## src/rtl/npuarc_arct_cti_trig_hs_pkg.sv

```systemverilog
// -----------------------------------------------------------------------------
// npuarc_arct_cti_trig_hs_pkg
// Shared definitions for the CTI trigger handshake block: the per-channel
// handshake FSM state encoding and the default pending-counter width.
// -----------------------------------------------------------------------------
package npuarc_arct_cti_trig_hs_pkg;

   // Four-phase handshake FSM states (2-bit encoding, 2'd3 unused)
   typedef enum logic [1:0] {
      ST_IDLE    = 2'd0,
      ST_REQ     = 2'd1,
      ST_RELEASE = 2'd2
   } hs_state_e;

   // Default pending-counter width; up to 2^CNT_W-1 queued events per channel
   localparam int CTI_CNT_W = 3;

endpackage : npuarc_arct_cti_trig_hs_pkg

```

## src/rtl/npuarc_arct_cti_trig_chan.sv

```systemverilog
// -----------------------------------------------------------------------------
// npuarc_arct_cti_trig_chan
// One trigger channel: rising-edge detect, saturating pending-event counter
// and a four-phase req/ack FSM that replays each event as one handshake.
//
// Ports:
//   clk          core clock, rising edge
//   rst_n        asynchronous active-low reset
//   trig_in      trigger level from the CTI pipeline
//   trig_ack     acknowledge from the cross-trigger matrix
//   trig_req     handshake request (registered)
//   trig_pend    registered flag: pending counter non-zero
//   trig_ovf     sticky drop flag        (only with NPUARC_ARCT_CTI_TRIG_OVF_EN)
//   trig_ovf_clr clear for trig_ovf      (only with NPUARC_ARCT_CTI_TRIG_OVF_EN)
//
// Optional feature macro: NPUARC_ARCT_CTI_TRIG_OVF_EN
// -----------------------------------------------------------------------------
module npuarc_arct_cti_trig_chan
   import npuarc_arct_cti_trig_hs_pkg::*;
#(
   parameter int CNT_W = CTI_CNT_W
) (
   input  logic clk,
   input  logic rst_n,
   input  logic trig_in,
   input  logic trig_ack,
`ifdef NPUARC_ARCT_CTI_TRIG_OVF_EN
   input  logic trig_ovf_clr,
   output logic trig_ovf,
`endif
   output logic trig_req,
   output logic trig_pend
);

   localparam logic [CNT_W-1:0] CNT_ZERO = {CNT_W{1'b0}};
   localparam logic [CNT_W-1:0] CNT_ONE  = CNT_W'(1);
   localparam logic [CNT_W-1:0] CNT_MAX  = {CNT_W{1'b1}};

   hs_state_e        state_r, state_nxt_s;
   logic [CNT_W-1:0] cnt_r, cnt_nxt_s;
   logic             prev_r;
   logic             src_cnt_r, src_cnt_nxt_s;
   logic             req_r, req_nxt_s;
   logic             pend_r;
   logic             evt_s, cnt_nz_s, direct_s, inc_s, dec_s, full_s;

   assign evt_s    = trig_in & ~prev_r;
   assign cnt_nz_s = (cnt_r != CNT_ZERO);
   // An event arriving in IDLE with nothing queued is served directly, never counted
   assign direct_s = (state_r == ST_IDLE) && !cnt_nz_s;
   assign inc_s    = evt_s && !direct_s;
   // Only a handshake that was taken from the counter gives its slot back on ack
   assign dec_s    = (state_r == ST_REQ) && trig_ack && src_cnt_r;
   assign full_s   = (cnt_r == CNT_MAX);

   // FSM state register
   always_ff @(posedge clk or negedge rst_n) begin
      if (!rst_n) begin
         state_r <= ST_IDLE;
      end else begin
         state_r <= state_nxt_s;
      end
   end

   // FSM next-state logic; ack seen in IDLE is deliberately ignored
   always_comb begin
      state_nxt_s = state_r;
      case (state_r)
         ST_IDLE: begin
            if (cnt_nz_s || evt_s) state_nxt_s = ST_REQ;
            else                   state_nxt_s = ST_IDLE;
         end
         ST_REQ: begin
            if (trig_ack) state_nxt_s = ST_RELEASE;
            else          state_nxt_s = ST_REQ;
         end
         ST_RELEASE: begin
            if (!trig_ack) state_nxt_s = ST_IDLE;
            else           state_nxt_s = ST_RELEASE;
         end
         default: state_nxt_s = ST_IDLE;
      endcase
   end

   // FSM output and counter next-value logic
   always_comb begin
      req_nxt_s = (state_nxt_s == ST_REQ);
      if ((state_r == ST_IDLE) && (state_nxt_s == ST_REQ)) begin
         src_cnt_nxt_s = cnt_nz_s;
      end else begin
         src_cnt_nxt_s = src_cnt_r;
      end
      // At saturation an increment without a matching decrement is dropped
      if (inc_s && dec_s) begin
         cnt_nxt_s = cnt_r;
      end else if (inc_s && !full_s) begin
         cnt_nxt_s = cnt_r + CNT_ONE;
      end else if (dec_s) begin
         cnt_nxt_s = cnt_r - CNT_ONE;
      end else begin
         cnt_nxt_s = cnt_r;
      end
   end

   // Edge history, counter and registered outputs
   always_ff @(posedge clk or negedge rst_n) begin
      if (!rst_n) begin
         prev_r    <= 1'b0;
         cnt_r     <= CNT_ZERO;
         src_cnt_r <= 1'b0;
         req_r     <= 1'b0;
         pend_r    <= 1'b0;
      end else begin
         prev_r    <= trig_in;
         cnt_r     <= cnt_nxt_s;
         src_cnt_r <= src_cnt_nxt_s;
         req_r     <= req_nxt_s;
         pend_r    <= cnt_nz_s;
      end
   end

   assign trig_req  = req_r;
   assign trig_pend = pend_r;

`ifdef NPUARC_ARCT_CTI_TRIG_OVF_EN
   logic ovf_r;
   logic drop_s;

   assign drop_s = inc_s && !dec_s && full_s;

   // Sticky overflow flag; a drop in the clear cycle keeps the bit set
   always_ff @(posedge clk or negedge rst_n) begin
      if (!rst_n) begin
         ovf_r <= 1'b0;
      end else if (drop_s) begin
         ovf_r <= 1'b1;
      end else if (trig_ovf_clr) begin
         ovf_r <= 1'b0;
      end else begin
         ovf_r <= ovf_r;
      end
   end

   assign trig_ovf = ovf_r;
`endif

endmodule : npuarc_arct_cti_trig_chan

```

## src/rtl/npuarc_arct_cti_trig_hs.sv

```systemverilog
// -----------------------------------------------------------------------------
// npuarc_arct_cti_trig_hs
// Converts pipelined CTI trigger levels into per-channel four-phase req/ack
// handshakes toward the cross-trigger matrix. Bursts are queued per channel
// and replayed one handshake per event. Channels are independent.
//
// Ports:
//   clk          core clock, rising edge
//   rst_n        asynchronous active-low reset
//   trig_in      [WIDTH] trigger levels from the CTI pipeline
//   trig_ack     [WIDTH] acknowledges from the matrix
//   trig_req     [WIDTH] handshake requests
//   trig_pend    [WIDTH] pending-counter non-zero flags
//   trig_ovf     [WIDTH] sticky drop flags   (only with NPUARC_ARCT_CTI_TRIG_OVF_EN)
//   trig_ovf_clr clear all trig_ovf bits     (only with NPUARC_ARCT_CTI_TRIG_OVF_EN)
//   trig_busy    OR of all trig_req and trig_pend
//
// Optional feature macro: NPUARC_ARCT_CTI_TRIG_OVF_EN
// -----------------------------------------------------------------------------
module npuarc_arct_cti_trig_hs
   import npuarc_arct_cti_trig_hs_pkg::*;
#(
   parameter int WIDTH = 8,
   parameter int CNT_W = CTI_CNT_W
) (
   input  logic             clk,
   input  logic             rst_n,
   input  logic [WIDTH-1:0] trig_in,
   input  logic [WIDTH-1:0] trig_ack,
   output logic [WIDTH-1:0] trig_req,
   output logic [WIDTH-1:0] trig_pend,
`ifdef NPUARC_ARCT_CTI_TRIG_OVF_EN
   output logic [WIDTH-1:0] trig_ovf,
   input  logic             trig_ovf_clr,
`endif
   output logic             trig_busy
);

   for (genvar gi = 0; gi < WIDTH; gi++) begin : g_chan
      npuarc_arct_cti_trig_chan #(
         .CNT_W (CNT_W)
      ) u_chan (
         .clk          (clk),
         .rst_n        (rst_n),
         .trig_in      (trig_in[gi]),
         .trig_ack     (trig_ack[gi]),
`ifdef NPUARC_ARCT_CTI_TRIG_OVF_EN
         .trig_ovf_clr (trig_ovf_clr),
         .trig_ovf     (trig_ovf[gi]),
`endif
         .trig_req     (trig_req[gi]),
         .trig_pend    (trig_pend[gi])
      );
   end

   // Combinational from registered req/pend only
   assign trig_busy = |(trig_req | trig_pend);

endmodule : npuarc_arct_cti_trig_hs

```

## config.mk

```make
export PLATFORM = sky130hd
export DESIGN_NAME = npuarc_arct_cti_trig_hs
export DESIGN_NICKNAME = d
export VERILOG_FILES = /design/src/rtl/npuarc_arct_cti_trig_hs_pkg.sv /design/src/rtl/npuarc_arct_cti_trig_chan.sv /design/src/rtl/npuarc_arct_cti_trig_hs.sv
export SDC_FILE = /design/constraint.sdc
export NUM_CORES = 1
export LEC_CHECK = 0
export BUFFER_PORTS_ARGS = -buffer_cell sky130_fd_sc_hd__buf_2
export CORE_MARGIN = 2
export CORE_UTILIZATION = 45
export DETAILED_ROUTE_END_ITERATION = 16
export GPL_TIMING_DRIVEN = 1
export REMOVE_ABC_BUFFERS = 1
export SLEW_MARGIN = 20
export SYNTH_ARGS = -nofsm -noshare
export SYNTH_HDL_FRONTEND = slang
export SYNTH_HIERARCHICAL = 1
export SYNTH_SLANG_ARGS = --single-unit
```

## constraint.sdc

```tcl
create_clock -name clk -period 3.5 [get_ports clk]
set_input_delay 0.525 -clock clk [delete_from_list [all_inputs] [get_ports clk]]
set_output_delay 0.525 -clock clk [all_outputs]
set_load 0.05 [all_outputs]
```

# After elaboration in Yosys (flattened, before gate mapping)
# Index checks and enable logic that the tools add are counted.
totals:
  regBits: 72
  in_bits: 18
  elab_cells: 290
  output_inout_bits: 17
classes:
  eq_ne: 32
  add_sub_neg: 16
  n_reduce_logical: 121
  bitwise: 25
  n_mux: 48
ops:
  columns: ["op", "n"]
  rows:
  - ["logical AND 1 bit", 56]
  - ["2-to-1 mux 3 bit", 16]
  - ["case mux 2 bit (3 select lines)", 8]
  - ["== test 2 x 1 -> 1 bit, second input constant", 16]
  - ["2-to-1 mux 2 bit", 16]
  - ["adder 3 x 1 -> 3 bit, second input constant", 8]
  - ["== test 3 bit, second input constant", 8]
  - ["logical NOT 1 bit", 24]
  - ["nonzero test 3 bit", 8]
  - ["subtractor 3 x 1 -> 3 bit, second input constant", 8]
  - ["== test 2 bit, second input constant", 8]
  - ["logical NOT 2 bit", 8]
  - ["NOT 1 bit", 16]
  - ["AND reduction 2 bit", 8]
  - ["nonzero test 2 bit", 8]
  - ["bitwise AND 1 bit", 8]
  - ["logical OR 1 bit", 8]
  - ["2-to-1 mux 1 bit", 8]
  - ["OR 8 bit", 1]
  - ["OR reduction 8 bit", 1]

# Depth between registers and ports, before layout
logic_depth:
  depth_word: 8
  mapped_depth: 8
  ltp_nobuf: 7

# Hierarchy
# Netlist, hierarchy kept.
modules_own_cells:
  columns: ["mod", "n_inst", "cells_per_inst", "seq_area_each_um2", "area_each_um2"]
  rows:
  - ["npuarc_arct_cti_trig_chan", 8, 38, 225.2, 427.9]
  - ["npuarc_arct_cti_trig_hs", 1, 5, 0.0, 31.3]

# Worst setup path before layout
# OpenSTA, ideal clock, no wires.
synth_timing:
  path_type: "register -> register"
  from: "reg g_chan[0].u_chan.cnt_r[0]"
  to: "reg g_chan[0].u_chan.cnt_r[1]"
  setup_slack_ps: 1347
  arrival_ps: 2027
  setup_time_ps: 126
  required_time_ps: 3374
  path_buffers: 1
  path_stages_with_launch: 8
  synth_period_minus_slack_ps: 2153
  path_cell_list: "dfrtp_1 -> or3_1 -> buf_2 -> o31a_1 -> nand2_1 -> fa_1 -> and3_1 -> a221o_1"
synth_via:
  elab_chain_cells: 8
  word_cells_on_any_way: 16
  cone_classes: "add/sub: 2; eq/ne: 1; mux: 2; bitwise: 1; reduce/logical: 10"
synth_rtl:
  columns: ["element", "line_no", "rtl"]
  rows:
  - ["start, declared", "npuarc_arct_cti_trig_chan.sv:40", "logic [CNT_W-1:0] cnt_r, cnt_nxt_s;"]
  - ["start signal, assigned", "npuarc_arct_cti_trig_chan.sv:115", "cnt_r <= cnt_nxt_s;"]
  - ["nonzero test 3 bit *", "npuarc_arct_cti_trig_chan.sv:48", "assign cnt_nz_s = (cnt_r != CNT_ZERO);"]
  - ["via g_chan[0].u_chan.cnt_nz_s", "npuarc_arct_cti_trig_chan.sv:45", "logic evt_s, cnt_nz_s, direct_s, inc_s, dec_s, full_s;"]
  - ["logical NOT 1 bit *", "npuarc_arct_cti_trig_chan.sv:50", "assign direct_s = (state_r == ST_IDLE) && !cnt_nz_s;"]
  - ["logical AND 1 bit *", "npuarc_arct_cti_trig_chan.sv:50", null]
  - ["logical NOT 1 bit *", "npuarc_arct_cti_trig_chan.sv:51", "assign inc_s = evt_s && !direct_s;"]
  - ["logical AND 1 bit *", "npuarc_arct_cti_trig_chan.sv:51", null]
  - ["logical AND 1 bit (on tied branches)", "npuarc_arct_cti_trig_chan.sv:96, npuarc_arct_cti_trig_chan.sv:94", null]
  - ["nonzero test 2 bit (no source line) / NOT 1 bit (equally long branches)", null, null]
  - ["AND reduction 2 bit (no source line)", null, null]
# The timed path passes the listed nets; every way through them passes the cells marked *. The select of a mux whose other input is x is not followed.
# A chain may end at the register's enable or synchronous reset.

# Worst setup path in the final report
layout_timing:
  from: "reg g_chan[2].u_chan.cnt_r[0]"
  to: "reg g_chan[2].u_chan.cnt_r[1]"
layout_via:
  elab_chain_cells: 8
  word_cells_on_any_way: 16
  cone_classes: "add/sub: 2; eq/ne: 1; mux: 2; bitwise: 1; reduce/logical: 10"
layout_rtl:
  columns: ["element", "line_no"]
  rows:
  - ["start, declared", "npuarc_arct_cti_trig_chan.sv:40"]
  - ["start signal, assigned", "npuarc_arct_cti_trig_chan.sv:115"]
  - ["nonzero test 3 bit", "npuarc_arct_cti_trig_chan.sv:48"]
  - ["logical NOT 1 bit", "npuarc_arct_cti_trig_chan.sv:50"]
  - ["logical AND 1 bit", "npuarc_arct_cti_trig_chan.sv:50"]
  - ["logical NOT 1 bit", "npuarc_arct_cti_trig_chan.sv:51"]
  - ["logical AND 1 bit", "npuarc_arct_cti_trig_chan.sv:51"]
  - ["logical AND 1 bit (on tied branches)", "npuarc_arct_cti_trig_chan.sv:96, npuarc_arct_cti_trig_chan.sv:94"]
  - ["nonzero test 2 bit (no source line) / NOT 1 bit (equally long branches)", null]
  - ["AND reduction 2 bit (no source line)", null]
# Parallel ways exist; a longest one is shown, timed or not. The select of a mux whose other input is x is not followed.

==> flow_metrics.py <==
metrics = {
    "placed_design": {
        "pre_cts_slack_ps": 1160,
        "numPortBuffers": 34,
        "dp_hpwl_mm": 3.93,
        "placed_cells": 418,
        "place_congestion": 0.836,
    },
    "layout": {
        "area_delta_synth_final_pct": 11.8,
        "multi_input_area_sq_um": 1540,
        "nFillCells": 636,
        "seqCellArea_sq_um": 1800,
        "instances_no_fill": 434,
        "drive_gt1_frac": 0.221,
        "antenna_cells": 0,
        "post-route-util": 0.527,
        "fin_nets": 356,
    },
    "floorplan": {
        "row_count": 31,
        "coreArea_sq_um": 7330,
        "die_height_um": 91.6,
        "die_w_um": 91.6,
        "die_area_sq_um": 8390,
        "start_util": 0.471,
        "ios": 35,
    },
    "flow_run": {
        "cap_viol_max_count": 0,
    },
    "clock_network": {
        "clkTransAtPathRegs_ps": 70,
        "cts_setup_buffers": 0,
        "root_buffer": "clkbuf_8",
        "cts_resized": 0,
        "htree_levels": 3,
        "clk_latency_ps": 330,
        "hold_buffers": 0,
        "cts_tree": "built",
        "clock_path_buffers": 2,
        "cts_num_sinks": 72,
        "cts_made_buffers": 9,
    },
    "global_routing": {
        "antenna_found_initial": 0,
        "grtUsageTotal": 0.155,
        "grt-ovfl-total": 0,
        "grt_max_degree": 73,
        "grt_pass1_wl_mm": 10.4,
        "first_global_vias": 2260,
    },
    "sta": {
        "setup_tns_ps": 0,
        "slew_headroom": 0.406,
        "hold_viol": 0,
        "period_needed_ps": 2260,
        "finalWorstSetupSlack_ps": 1240,
        "final_max_slew_viol_count": 0,
        "finalSetupViolations": 0,
        "min_period_over_period": 0.647,
        "fin_skew_ps": 7.24,
        "max_clock_freq_mhz": 442,
        "rsz0062_at_grt": "no",
        "tightestPinTransition_ps": 891,
    },
    "pwr": {
        "p_leak_nw": 1.57,
        "max-vdd-ir-drop_uv": 488,
        "p_per_area_nw_per_um2": 981,
    },
    "synthesis": {
        "netlist-cell-type-count": 27,
        "ys_ff_latch": 72,
        "syn_inst": 309,
        "synth_area_per_cell_sq_um": 11.2,
        "synthesis.area_sq_um": 3450,
        "ys_warn_count": 6,
        "synth_seq_area_share": 0.522,
    },
    "worst_hold_path": {
        "hold_class": "in -> async",
    },
    "routing": {
        "via_per_inst": 5.42,
        "ant_nets": 0,
        "wl_per_cell_um": 13.2,
        "drt_wl_total_mm": 5.75,
        "route.detailed.drc": 0,
        "vias": 2354,
        "firstDrtPassIters": 4,
        "first_iter_violations": 101,
    },
    "worst_setup_path": {
        "r2r_cells": 6,
        "critPathArrivalTime_ps": 2490,
        "startpoint_type": "flip-flop",
        "critPathCaptureType": "flip-flop",
        "r2r_start": "g_chan[2].u_chan/cnt_r[0]$_DFFE_PN0P_",
        "path_max_fanout": 5,
        "r2r_end": "g_chan[2].u_chan/cnt_r[1]$_DFFE_PN0P_",
        "path_class": "reg -> reg",
        "required_ps": 3720,
        "reg2reg_slack_ps": 1240,
    },
    "run_status": {
        "outcome": "finished, final reports clean",
    },
}
-- cell type report --
cell class | count | area share
clock buffers | 10 | 0.0356
multi-input cells | 213 | 0.400
flip-flops and latches | 72 | 0.467
well taps | 99 | 0.0321
repair buffers | 34 | 0.0447
clock inverters | 6 | 0.0214
-- worst max path at each step --
| stage | to | slack (ps) | cells after the start | startpoint |
|---|---|---|---|---|
| after CTS | g_chan[2].u_chan/cnt_r[1]$_DFFE_PN0P_ | 1230 | 6 | g_chan[2].u_chan/cnt_r[0]$_DFFE_PN0P_ |
| final | g_chan[2].u_chan/cnt_r[1]$_DFFE_PN0P_ | 1240 | 6 | g_chan[2].u_chan/cnt_r[0]$_DFFE_PN0P_ |
| after detailed placement | g_chan[1].u_chan/cnt_r[1]$_DFFE_PN0P_ | 1160 | 7 | trig_in[1] |
| after global routing | g_chan[0].u_chan/cnt_r[1]$_DFFE_PN0P_ | 1120 | 6 | g_chan[0].u_chan/cnt_r[0]$_DFFE_PN0P_ |
| after global placement | g_chan[5].u_chan/cnt_r[1]$_DFFE_PN0P_ | 1170 | 7 | trig_in[5] |
| after floorplan | g_chan[0].u_chan/cnt_r[1]$_DFFE_PN0P_ | 1400 | 6 | g_chan[0].u_chan/cnt_r[0]$_DFFE_PN0P_ |
-- cells in the mapped netlist --
library cell	count	area, sq um
nor3_1	16	80.1
nor2_1	16	60.1
a211oi_1	16	120
o21ai_0	8	40.0
xor2_1	8	70.1
and2_2	8	60.1
a21oi_1	8	40.0
dfrtp_1	72	1800
nand4_1	1	6.26
nor4_1	4	25.0
nand3_1	8	40.0
and2_1	8	50.1
a221o_1	8	80.1
a22o_2	8	80.1
a31oi_1	8	50.1
and3_1	8	50.1
nor2b_1	8	50.1
nand2_1	16	60.1
o31a_1	8	70.1
clkbuf_1	8	30.0
o311ai_0	8	70.1
buf_2	16	80.1
fa_1	8	160
nand4b_1	8	70.1
mux2_2	8	90.1
or3_1	8	50.1
xnor2_1	8	70.1
-- power by group --
| group | switching, W | total [W] | internal, W |
|---|---|---|---|
| clock network | 0.000292 | 0.000709 | 0.000417 |
| registers | 0.000404 | 0.00161 | 0.00120 |
| logic | 0.000839 | 0.00147 | 0.000634 |
| total | 0.00154 | 0.00379 | 0.00225 |
-- critical path: stages (launching register included) --
cell and delay, ps:
dfrtp_1 430, or3_1 480, o31a_1 310, nand2_1 100
fa_1 420, and3_1 160, a221o_1 250
-- stage by stage --
stage / hold WS [ps] / total power (W) / cell area (sq um)
final: 295 / 0.00379 / 3860
after global placement: 478 / 0.00307 / 3640
after CTS: 280 / 0.00383 / 3860
after global routing: 275 / 0.00411 / 3860
after floorplan: 229 / 0.00274 / 3340
after detailed placement: 479 / 0.00310 / 3640
-- metal layers --
metal  share of wire  global-route usage  wire length, um  up-vias
li1                -                   -                -     1190
met3           0.038              0.0485              221        8
met5               0                   0                0        -
met2            0.45               0.224             2560       43
met1            0.49               0.217             2840     1113
met4           0.022              0.0657              125        0
-- logic make-up (layout without fill, tap and decap cells) --
group / after synthesis / after routing / synth area share
compound gates: 72 / 72 / 0.159
xor+xnor: 16 / 16 / 0.0406
fa+ha+maj: 8 / 8 / 0.0464
buf+inv: 24 / 50 / 0.0319
flops: 72 / 72 / 0.522
mux: 8 / 8 / 0.0261
simple gates: 109 / 109 / 0.174
-- registers in the layout, summed over array words and instances, names as in the netlist --
name and cells:
g_chan.u_chan/cnt_r 24, g_chan.u_chan/state_r 16, g_chan.u_chan/prev_r 8, g_chan.u_chan/src_cnt_r 8
g_chan.u_chan/trig_pend 8, g_chan.u_chan/trig_req 8
-- cell usage in the layout (no fill, tap or decap), types with 10 or more instances in the layout --
| cell | instances |
|---|---|
| a211oi_1 | 16 |
| nand2_1 | 16 |
| dfrtp_1 | 72 |
| nor3_1 | 16 |
| nor2_1 | 16 |
| clkbuf_8 | 10 |
| buf_2 | 33 |
Power figures use the tool's default switching activity.
